`src/rtl/tsm_share_decoder.sv`:
```
// Two-share unmasking endpoint: registers share 1, recombines with share 2 into a
// registered plaintext word, then zeroizes the stored share and output between words.
module tsm_share_decoder #(
  parameter int WIDTH = 8,
  parameter int CNT_W = 16
) (
  input  logic             clk,
  input  logic             rst,
  input  logic             in_valid,
  output logic             in_ready,
  input  logic             in_idx,
  input  logic [WIDTH-1:0] in_share,
  output logic             out_valid,
  input  logic             out_ready,
  output logic [WIDTH-1:0] out_data,
  output logic             err,
  output logic [CNT_W-1:0] word_cnt
);

  typedef enum logic [1:0] {
    IDLE  = 2'd0,
    HOLD1 = 2'd1,
    OUT   = 2'd2
  } state_t;

  state_t           state;
  logic [WIDTH-1:0] share1_reg;

  // in_ready is a registered copy of (state != OUT), so it never depends on out_ready
  always_ff @(posedge clk or posedge rst) begin
    if (rst) begin
      state      <= IDLE;
      share1_reg <= '0;
      out_data   <= '0;
      out_valid  <= 1'b0;
      err        <= 1'b0;
      word_cnt   <= '0;
      in_ready   <= 1'b1;
    end else begin
      err <= 1'b0;
      case (state)
        IDLE: begin
          if (in_valid && in_ready) begin
            if (!in_idx) begin
              share1_reg <= in_share;
              state      <= HOLD1;
            end else begin
              err <= 1'b1;
            end
          end
        end
        HOLD1: begin
          if (in_valid && in_ready) begin
            if (in_idx) begin
              out_data   <= share1_reg ^ in_share;
              share1_reg <= '0;
              out_valid  <= 1'b1;
              in_ready   <= 1'b0;
              state      <= OUT;
            end else begin
              share1_reg <= in_share;
              err        <= 1'b1;
            end
          end
        end
        OUT: begin
          if (out_ready) begin
            out_valid <= 1'b0;
            out_data  <= '0;
            word_cnt  <= word_cnt + CNT_W'(1);
            in_ready  <= 1'b1;
            state     <= IDLE;
          end
        end
        default: begin
          state      <= IDLE;
          share1_reg <= '0;
          out_data   <= '0;
          out_valid  <= 1'b0;
          in_ready   <= 1'b1;
        end
      endcase
    end
  end

endmodule

```
`config.mk`:
```
export PLATFORM = sky130hd
export DESIGN_NAME = tsm_share_decoder
export DESIGN_NICKNAME = d
export VERILOG_FILES = /design/src/rtl/tsm_share_decoder.sv
export SDC_FILE = /design/constraint.sdc
export NUM_CORES = 1
export LEC_CHECK = 0
export CORE_AREA = 4 4 70 72
export CTS_CLUSTER_DIAMETER = 100
export DETAILED_ROUTE_END_ITERATION = 10
export DIE_AREA = 0 0 74 76
export GPL_TIMING_DRIVEN = 0
export SLEW_MARGIN = 20
export SYNTH_ARGS = -nofsm -noshare
export SYNTH_HDL_FRONTEND = slang
export SYNTH_SLANG_ARGS = --single-unit
export TNS_END_PERCENT = 10
```
`constraint.sdc`:
```
create_clock -name clk -period 1.8 [get_ports clk]
set_input_delay 0.18 -clock clk [delete_from_list [all_inputs] [get_ports clk]]
set_output_delay 0.18 -clock clk [all_outputs]
set_load 0.03 [all_outputs]
```
After elaboration in Yosys (flattened, before gate mapping)
Index checks and enable logic that the tools add are counted.

operators by class
  reductions and logical operators = 6
  equality and inequality tests = 7
  $add $sub $neg = 1
  mux-type cells = 28
  bitwise logic cells = 3

operators by type and width
  cell                                            count
  two-way mux 8 bit                               7
  one-hot mux 8 bit (3 select lines)              2
  adder 16 x 1 -> 16 bit (second input constant)  1
  two-way mux 1 bit                               10
  two-way mux 2 bit                               5
  != test 2 bit (second input constant)           5
  AND reduction 4 bit                             2
  bitwise XOR 8 bit                               1
  one-hot mux 1 bit (3 select lines)              2
  one-hot mux 2 bit (3 select lines)              1
  AND reduction 5 bit                             1
  == test 2 x 1 -> 1 bit (second input constant)  1
  == test 2 bit (second input constant)           1
  logical NOT 2 bit                               1
  NOT 1 bit                                       2
  one-hot mux 1 bit (2 select lines)              1
  AND reduction 2 bit                             1
  logical AND 1 bit                               1

word-level totals
  logic and storage cells = 52
  bits in registers = 37
  output and inout port bits = 27

Depth between registers and ports, before layout
  depth in word-level cells = 4
  mapped depth = 5

Least setup slack after synthesis
Ideal clock, no wire load.

  path kind = register -> register
  start point = reg word_cnt[4]
  end point = reg word_cnt[13]
  slack = 0.297 ns
  path buffers = 0
  data arrival time = 1.370 ns
  clock period less this slack = 1.503 ns
  cell stages (with the launch flop) = 5
  setup time = 0.133 ns
  cell sequence = dfrtp_1 > nand4_4 > nor4_4 > nand3_1 > xnor2_1

between the ends
  cells in the longest elaborated chain, start to end = 1

ends and longest elaborated chain
  what                    RTL line  source
  start, declared         17        output logic [CNT_W-1:0] word_cnt
  start signal, assigned  70        word_cnt <= word_cnt + CNT_W'(1);
  adder 16 x 1 -> 16 bit  70

Every way passes these cells.
A chain may end at the register's enable or synchronous reset.

Final worst setup path
  start point = reg in_ready
  end point = out in_ready

RTL lines
  what                    RTL line  source
  start, declared         10        output logic in_ready,
  start signal, assigned  38        in_ready <= 1'b1;
  start signal, assigned  58        in_ready <= 1'b0;
  start signal, assigned  71        in_ready <= 1'b1;

No word-level cell between the ends.

==> summary.md <==
| Metric | Value |
|---|---|
| Result of the run | `finished, final reports clean` |
| Critical path buffers and inverters | `1` |
| Critical path type | `reg2out` |
| Final Max Tran Viols | `0` |
| Part of the power in registers | `42.6%` |
| Crit path to | `in_ready` |
| Share of layout cells above drive strength 1 | `10.47%` |
| Main synth FF type | `dfrtp_1` |
| Synth cell types | `29` |
| Synthesized area | `1590 um2` |
| Drt first pass iters | `4` |
| Crit path depth | `1` |
| Vias in the first global route | `1,189` |
| Count of nets after finishing | `185` |
| Worst EP required | `1.62 ns` |
| Final GP Congestion | `0.6864` |
| Reg2reg path depth | `4` |
| Switching share of power | `35.39%` |
| CP top delay family | `buffers and inverters` |
| Dpl hpwl | `2298 um` |
| CTS tree | `built` |
| Die ar. | `5624 um2` |
| Routed wire length | `3281 um` |
| Multi-input gate area | `630.6 um2` |
| CTS Buf Count | `5` |
| Initial antenna violation count | `0` |
| Switch Pwr | `1064 uW` |
| Asr flop ratio synth | `100.0%` |
| Max reg flops | `16` |
| Post-CTS Hold Buffers | `0` |
| CP startpoint | `in_ready$_DFFE_PP1P_` |
| 1st-iter DRT viols | `53` |
| Launch point of the worst reg-to-reg path | `in_ready$_DFFE_PP1P_` |
| Post-CTS sizing | `0` |
| Clock Pin Slew Worst Setup and Hold Paths | `0.07 ns` |
| Pwr dens | `1400 nW/um2` |
| Max Buffers Root-to-Sink | `2` |
| IO Count | `40` |
| Sum Neg Setup Slack | `0 ns` |
| Worst hold path type | `in2async` |
| # diodes | `0` |
| Grt total ovfl | `0` |
| Number of synthesized flops with an enable pin | `0` |
| Vias | `1,132` |
| Post-route ant nets | `0` |
| Comb power frac | `36.7%` |
| Worst-Skew Late Latency | `0.28 ns` |
| Drt drc | `0` |
| Seq cells post-synth | `37` |
| Via-to-Cell Ratio | `5.054` |
| Global-route wire length before repair | `5699 um` |
| Worst Skew | `0.007525 ns` |
| Synth warn | `0` |
| Max-cap viol count | `0` |
| Worst R2R End | `share1_reg[4]$_DFFE_PP0P_` |
| # fillers | `415` |
| Final period util | `92.48%` |
| R2R Setup Slk | `0.27 ns` |
| CP startpoint kind | `register` |
| Seq. cell area | `927.1 um2` |
| Internal power | `1942 uW` |
| Post-synthesis sequential area ratio | `58.30%` |
| Synthesis-to-finish area growth | `35.01%` |
| Worst EP arrival | `1.48 ns` |
| Routed len/inst | `14.65 um` |
| Final setup fails | `0` |
| Post-Place Cells | `216` |
| CP max stage delay | `0.66 ns` |
| Starting Density | `37.03%` |
| Die Span Y | `76 um` |
| Post-route insts no fill | `224` |
| RSZ-0062 raised after global routing | `false` |
| Max stage delay cell, worst path | `clkdlybuf4s50_1` |
| Crit. End Element | `primary output` |
| CORE AREA | `4294 um2` |
| Post-CTS Setup Inserts | `0` |
| Die width | `74 um` |
| Clock Sinks | `37` |
| Crit-path max FO | `3` |
| Gr usage total | `12.87%` |
| H-Tree Level Count | `2` |
| Mean Syn Cell Area | `12.72 um2` |
| Final Hold Violating Endpoints | `0` |
| Relative slew slack | `47.48%` |
| Fmax | `600.7 MHz` |
| Buffers on Ports | `39` |
| Clock group share of total power | `20.8%` |
| CTS root buffer | `clkbuf_8` |
| Synthesized instance count | `125` |
| Least-Margin Pin Slew | `0.7878 ns` |
| Largest net degree at the start of global routing | `38` |
| Net Count, Synth | `139` |
| P_leak | `0.001020 uW` |
| Critical path, cell by cell | `clkdlybuf4s50_1` |
| Final min period | `1.665 ns` |
| # rows | `24` |
| VDD IR max | `0.6235 mV` |
[per-stage QoR]
stage                     util (%)  cell area, um2  total power, uW  setup slack, ns  hold slack, ns
after global routing         50.00            2147             3176          0.06799          0.4214
after global placement       47.64            2046             2372        -0.008248          0.4626
after detailed placement     47.64            2046             2401          0.03159          0.4640
after CTS                    50.00            2147             3038           0.1176          0.3744
final                        50.00            2147             3006           0.1354          0.3434
after floorplan                  -            1590             1956           0.2969          0.2701
[cell usage in the layout (no fill, tap or decap), drive strengths merged]
cell type       n
nor3            4
a21o            1
nor3b           1
nor4            1
nand3           8
o21a            1
and3            3
a22o           16
clkinv          1
clkbuf          8
a21oi           1
a211oi          1
clkdlybuf4s50  39
xnor2          10
dfstp           1
nor2            7
inv             5
o22ai           1
nand2           3
o21ai           1
nand4           2
xor2           14
or2             1
buf             2
and4            1
nand3b          1
mux2            1
dfrtp          36
ha              1
[layer usage]
layer / up-vias / routed length [um] / GRT usage [%]
met4: 0 / 13 / 3.804
met2: 42 / 1594 / 18.88
met5: - / 0 / 0
met1: 557 / 1435 / 17.55
met3: 2 / 238 / 4.881
li1: 531 / - / -
[logic make-up after synthesis]
logic type	after synthesis	share of synthesized area [%]
DFF	37	58.30
and+or+nand+nor	32	13.69
xor gates and xnor gates	24	13.22
AOI/OAI and AO/OA	22	11.25
buffers and inverters	8	2.046
muxes	1	0.7081
adders and majority gates	1	0.7867
[synthesized netlist by cell type, types with 2 or more instances]
cell / count / area (um2)
a22o_1: 16 / 140.1
nor3_2: 2 / 20.02
nand3_1: 8 / 40.04
buf_2: 2 / 10.01
and3_1: 3 / 18.77
dfrtp_1: 36 / 900.9
xor2_1: 14 / 122.6
nor3_1: 2 / 10.01
nand2_1: 3 / 11.26
inv_1: 5 / 18.77
xnor2_1: 10 / 87.58
nor2_1: 7 / 26.28
[cell type report]
class | instances | area share, %
inverters | 5 | 0.8741
flip-flops and latches | 37 | 43.18
clock buffers | 7 | 4.487
well taps | 52 | 3.030
repair buffers | 39 | 18.18
clock inverters | 1 | 0.2331
plain buffers | 3 | 0.6410
multi-input cells | 80 | 29.37
[how the worst min path moves through the flow]
stage                               from                       end
floorplan                         in_idx      state[0]$_DFFE_PP0P_
global placement    in_ready$_DFFE_PP1P_      in_ready$_DFFE_PP1P_
detailed placement  in_ready$_DFFE_PP1P_      in_ready$_DFFE_PP1P_
CTS                                  rst  word_cnt[12]$_DFFE_PP0P_
global route                         rst  word_cnt[12]$_DFFE_PP0P_
finish                               rst  word_cnt[12]$_DFFE_PP0P_
[power groups by stage]
stage	clock network, uW	logic (uW)	registers [uW]
final	624	1100	1280
after global routing	683	1180	1320
after CTS	640	1120	1280
after detailed placement	0	1110	1290
after global placement	0	1090	1280
after floorplan	0	427	1530
Power figures use the tool's default switching activity.
